### config.mk
export PLATFORM = sky130hd
export DESIGN_NAME = frac_bin_to_dec_seq
export DESIGN_NICKNAME = d
export VERILOG_FILES = /design/src/rtl/frac_conv_pkg.sv /design/src/rtl/frac_mul10_digit.sv /design/src/rtl/frac_bin_to_dec_seq.sv
export SDC_FILE = /design/constraint.sdc
export NUM_CORES = 1
export LEC_CHECK = 0
export BUFFER_PORTS_ARGS = -buffer_cell sky130_fd_sc_hd__buf_2
export CAP_MARGIN = 15
export CORE_UTILIZATION = 30
export CTS_CLUSTER_SIZE = 40
export DETAILED_ROUTE_END_ITERATION = 10
export HOLD_SLACK_MARGIN = 0.03
export PLACE_DENSITY_LB_ADDON = 0.15
export SYNTH_ARGS = -nofsm -noshare
export SYNTH_HDL_FRONTEND = slang
export SYNTH_SLANG_ARGS = --single-unit
export TNS_END_PERCENT = 5
### constraint.sdc
create_clock -name clk -period 7.4 [get_ports clk]
set_clock_uncertainty 0.05 [all_clocks]
set_input_delay 0.37 -clock clk [delete_from_list [all_inputs] [get_ports clk]]
set_output_delay 0.37 -clock clk [all_outputs]
set_load 0.02 [all_outputs]
### src/rtl/frac_conv_pkg.sv
// Shared types and the multiply-by-10 digit step for the binary-fraction
// to decimal-string converter.
package frac_conv_pkg;

  // Converter control states: waiting for a fraction, or streaming digits.
  typedef enum logic {
    IDLE = 1'b0,
    EMIT = 1'b1
  } state_t;

  // A BCD digit is four bits wide.
  localparam int DIGIT_W = 4;

  // The digit step always works on a 32-bit, MSB-aligned fraction so that a
  // single package function serves every legal fraction width.  The caller
  // left-justifies its W-bit remainder and takes the top W bits of the
  // returned remainder; the low 32-W bits stay zero throughout.
  localparam int STEP_W = 32;

  // Multiply an MSB-aligned fraction by ten and return {digit, remainder}.
  // The integer part of rem*10 is the next decimal digit, and the fractional
  // part is what remains to be converted.  Because rem < 1, rem*10 < 10, so
  // the digit field never exceeds 9.
  function automatic logic [DIGIT_W+STEP_W-1:0] mul10_step(
    input logic [STEP_W-1:0] rem
  );
    logic [DIGIT_W+STEP_W-1:0] wide;
    wide = {{DIGIT_W{1'b0}}, rem};
    return (wide << 3) + (wide << 1);
  endfunction

endpackage

### src/rtl/frac_mul10_digit.sv
// Combinational digit step: multiplies a W-bit binary fraction by ten and
// splits the product into the next decimal digit and the new remainder.
module frac_mul10_digit
  import frac_conv_pkg::*;
#(
  parameter int W = 8
) (
  input  logic [W-1:0]       rem,
  output logic [DIGIT_W-1:0] digit,
  output logic [W-1:0]       rem_n
);

  logic [STEP_W-1:0]         aligned;
  logic [DIGIT_W+STEP_W-1:0] product;
  logic                      unused_low_bits;

  // Left-justify so bit W-1 of the fraction lands on the 2^-1 position of
  // the 32-bit step; this keeps the digit in the same place for every W.
  assign aligned = STEP_W'(rem) << (STEP_W - W);
  assign product = mul10_step(aligned);

  assign digit = product[DIGIT_W+STEP_W-1:STEP_W];
  assign rem_n = product[STEP_W-1 -: W];

  // The bits below the W-bit window are structurally zero; fold them into a
  // sink so they do not show up as dangling logic.
  assign unused_low_bits = ^product;

endmodule

### src/rtl/frac_bin_to_dec_seq.sv
// Sequential converter from a W-bit unsigned binary fraction 0.b1..bW to its
// decimal digit string, most-significant digit first, one digit per cycle
// over a valid/ready stream.  Conversion stops at the first zero remainder
// or after MAX_DIG digits, flagging a truncated non-zero tail as inexact.
module frac_bin_to_dec_seq
  import frac_conv_pkg::*;
#(
  parameter  int W       = 8,
  parameter  int MAX_DIG = W,
  localparam int CW      = $clog2(MAX_DIG + 1)
) (
  input  logic               clk,
  input  logic               rst_n,
  input  logic               in_valid,
  output logic               in_ready,
  input  logic [W-1:0]       frac_in,
  input  logic               abort,
  output logic               dig_valid,
  input  logic               dig_ready,
  output logic [DIGIT_W-1:0] digit,
  output logic [CW-1:0]      dig_idx,
  output logic               dig_last,
  output logic               inexact,
  output logic               busy
);

  state_t               state;
  logic [W-1:0]         rem;

  logic [W-1:0]         step_src;
  logic [DIGIT_W-1:0]   step_digit;
  logic [W-1:0]         step_rem;
  logic [CW-1:0]        next_idx;
  logic                 next_last;
  logic                 accept;

  // Acceptance is only possible from IDLE, never while abort is raised, and
  // never while the block is held in reset.
  assign in_ready  = rst_n && (state == IDLE) && !abort;
  assign accept    = in_valid && in_ready;

  // The stream is valid for exactly as long as a conversion is in flight.
  assign dig_valid = (state == EMIT);
  assign busy      = (state == EMIT);

  // One shared digit-step datapath: it works on the incoming fraction while
  // idle and on the held remainder while emitting.
  assign step_src  = (state == IDLE) ? frac_in : rem;

  frac_mul10_digit #(
    .W (W)
  ) u_step (
    .rem   (step_src),
    .digit (step_digit),
    .rem_n (step_rem)
  );

  // Position and end-of-string decision for the digit the step produces.
  // dig_idx is always below MAX_DIG while a non-final digit is shown, so the
  // increment cannot overflow CW bits.
  always_comb begin
    next_idx  = (state == IDLE) ? CW'(1) : dig_idx + CW'(1);
    next_last = (step_rem == '0) || (next_idx == CW'(MAX_DIG));
  end

  // Control FSM and the registered digit stream.  A digit is replaced only
  // when it is handshaken, so every output stays frozen under backpressure.
  // Returning to IDLE (last digit taken, or abort) clears the stream
  // registers so a stale digit never lingers on the outputs.
  always_ff @(posedge clk or negedge rst_n) begin
    if (!rst_n) begin
      state    <= IDLE;
      rem      <= '0;
      digit    <= '0;
      dig_idx  <= '0;
      dig_last <= 1'b0;
      inexact  <= 1'b0;
    end else begin
      case (state)
        IDLE: begin
          if (accept) begin
            state    <= EMIT;
            rem      <= step_rem;
            digit    <= step_digit;
            dig_idx  <= next_idx;
            dig_last <= next_last;
            inexact  <= next_last && (step_rem != '0);
          end
        end
        EMIT: begin
          if (abort || (dig_ready && dig_last)) begin
            state    <= IDLE;
            rem      <= '0;
            digit    <= '0;
            dig_idx  <= '0;
            dig_last <= 1'b0;
            inexact  <= 1'b0;
          end else if (dig_ready) begin
            rem      <= step_rem;
            digit    <= step_digit;
            dig_idx  <= next_idx;
            dig_last <= next_last;
            inexact  <= next_last && (step_rem != '0);
          end
        end
        default: begin
          state <= IDLE;
        end
      endcase
    end
  end

endmodule

==> flow_metrics.env <==
export IMPL_hold_buffers=1
export IMPL_crit_path_end_kind="flop"
export IMPL_synthTopCellsByCount="dfrtp_1 (18), nand2_1 (12), o21ai_0 (12)"
export IMPL_slew_headroom_pct=27.1
export IMPL_arrival_ns=2.83
export IMPL_vias_per_cell=5.06
export IMPL_ctsResizeCount=0
export IMPL_io_buffer_count=25
export IMPL_hpwl_um=2050
export IMPL_dpl_cell_area_sq_mm=0.00133
export IMPL_std_cell_rows=22
export IMPL_placedCellCount=186
export IMPL_cpPeakStageDelay_ns=0.70
export IMPL_dieWidth_um=64.4
export IMPL_worstPathCellList="mux2_2 -> ha_1 -> inv_1 -> fa_1 -> nor2b_1 -> o21ai_0 -> xnor2_1 -> nor4_4 -> a221o_1"
export IMPL_fin_area_sq_mm=0.00140
export IMPL_clock_path_buffers=2
export IMPL_drtIter0Drc=31
export IMPL_grt_ovfl_total=0
export IMPL_layout_nets=165
export IMPL_grt_usage_pct=14.7
export IMPL_dieArea_sq_mm=0.00415
export IMPL_ys_warn_count=0
export IMPL_worst_setup_path_start_kind="flop"
export IMPL_finalHoldViolCount=0
export IMPL_synth_area_leader_cell="dfrtp_1"
export IMPL_clkTransAtPathRegs_ns=0.07
export IMPL_finalSetupTns_ns=0
export IMPL_crit_type="reg2reg"
export IMPL_syn_inst=117
export IMPL_cts_setup_buffers=0
export IMPL_critPathBufInv=1
export IMPL_cp_required_ns=7.49
export IMPL_routed_wl_um=2660
export IMPL_hp_class="in2reg"
export IMPL_grt_pass1_wl_um=4660
export IMPL_finalCritPeriodShare_pct=37.0
export IMPL_status="complete, no violations"
export IMPL_final_cells=191
export IMPL_ios=26
export IMPL_ys_flop_type="dfrtp_1"
export IMPL_first_global_vias=974
export IMPL_vdd_drop_max_v=0.0000631
export IMPL_final_util_pct=37.9
export IMPL_p_per_area_mw_per_mm2=245
export IMPL_vias=967
export IMPL_ant_nets=0
export IMPL_synth_enable_flop_cells=0
export IMPL_cts_tree="done"
export IMPL_clock_sinks=18
export IMPL_crit_family="flip-flops"
export IMPL_yosys_area_top_type_share_pct=38.5
export IMPL_antenna_found_initial=0
export IMPL_ctsRootBufferMaster="clkbuf_8"
export IMPL_synth_seq_cells=18
export IMPL_grt_setup_unrepaired="false"
export IMPL_async_reset_ff_share_pct=100
export IMPL_yosysUniqueCellTypes=37
export IMPL_core_sq_mm=0.00369
export IMPL_grt_max_degree=21
export IMPL_die_y_um=64.4
export IMPL_finalSetupViolCount=0
export IMPL_avgSynthCellArea_sq_um=10.0
export IMPL_worst_path_max_delay_cell="dfrtp_1"
export IMPL_htree_levels=1
export IMPL_critical_path_max_fanout=14
export IMPL_cap_violations=0
export IMPL_synth_nets=138
export IMPL_start_util_pct=31.7
export IMPL_wl_per_cell_um=13.9
export IMPL_fmax_ghz=0.365
export IMPL_post_route_drc_count=0
export IMPL_drive_above_1_share_pct=30.1
export IMPL_hold_slack_ns=0.344
export IMPL_place_congestion=0.753
export IMPL_maxSlewViolCount=0
export IMPL_syn_cell_area_sq_mm=0.00117
export IMPL_cts_buffers_inserted=3
export IMPL_diodes=0
export IMPL_worst_slew_pin_slew_ns=1.08
export IMPL_clk_latency_ns=0.25
export IMPL_synthToLayoutAreaGrowth_pct=19.4
export IMPL_synthTopCellsByArea="dfrtp_1 (39%), ha_1 (7.5%), a22o_1 (5.2%), o21ai_0 (5.1%), mux2_2 (4.8%)"
export IMPL_drtPass1Iterations=4
export IMPL_synth_most_common_cell="dfrtp_1"
export IMPL_fin_crit_ns=2.74
export IMPL_synth_seq_area_share_pct=38.5
export IMPL_leakagePower_nw=0.678
export IMPL_fillerInstances=397
[worst register-to-register path, stage by stage (launching register included)]
cell and delay (ns):
dfrtp_1 0.70, mux2_2 0.28, ha_1 0.16, inv_1 0.05
fa_1 0.40, nor2b_1 0.17, o21ai_0 0.13, xnor2_1 0.30
nor4_4 0.06, a221o_1 0.32
[cells in the final DEF, fill, tap and decap left out, types with 4 or more instances in the layout]
| master | count |
|---|---|
| a22o_1 | 7 |
| mux2_2 | 5 |
| o21ai_0 | 12 |
| xnor2_1 | 4 |
| nand2_1 | 12 |
| dfrtp_1 | 18 |
| nor2_1 | 5 |
| inv_1 | 4 |
| a21oi_1 | 4 |
| clkbuf_8 | 4 |
| ha_1 | 7 |
| buf_2 | 25 |
[layer usage]
layer | GRT usage (%) | wire length [um]
met1 | 18.5 | 1210
met5 | 0 | 0
met3 | 1.41 | 98
met4 | 5.83 | 27
met2 | 25.7 | 1330
[logic make-up (layout without fill, tap and decap cells)]
group / after synthesis / after routing / share of synthesized area, %
mux: 8 / 8 / 7.70
flops: 18 / 18 / 38.5
xor+xnor: 6 / 6 / 4.49
fa+ha+maj: 8 / 8 / 9.20
buf+inv: 9 / 35 / 3.63
compound gates: 32 / 32 / 18.5
simple gates: 36 / 36 / 18.0
[final timing paths]
kind	endpoint	slack [ns]	from	cells after the start
max	dig_last	4.66	busy	9
min	busy	0.34	in_valid	3
max reg2reg	dig_last	4.66	busy	9
min reg2reg	digit[1]	0.43	digit[1]	2
max in group asynchronous	rem[7]	6.46	rst_n	2
min in group asynchronous	dig_idx[1]	0.54	rst_n	2
[per-stage QoR]
stage	power, mW	worst slack (ns)
after CTS	0.349	4.62
after global routing	0.372	4.47
after detailed placement	0.266	4.64
after floorplan	0.232	4.82
after global placement	0.264	4.70
final	0.343	4.66
[layout make-up]
type / instances / area, sq um / share of cell area (%)
tap: 48 / 60.1 / 4.30
sequential: 18 / 450 / 32.3
multi-input combinational: 90 / 677 / 48.5
inverter: 5 / 18.8 / 1.34
timing repair buffer: 26 / 135 / 9.68
clock buffer: 4 / 55.1 / 3.94
[power breakdown]
part,total [mW],leakage [nW],switching (mW),internal (mW)
sequential,0.133,0.237,0.0143,0.119
combinational,0.129,0.412,0.0732,0.0562
clock,0.0798,0.0288,0.0326,0.0472
[sequential cells by signal, summed over array words and instances (netlist names)]
signal and flops:
rem 7, busy 1, dig_idx 4, digit 4, inexact 1, dig_last 1
Power figures use the tool's default switching activity.
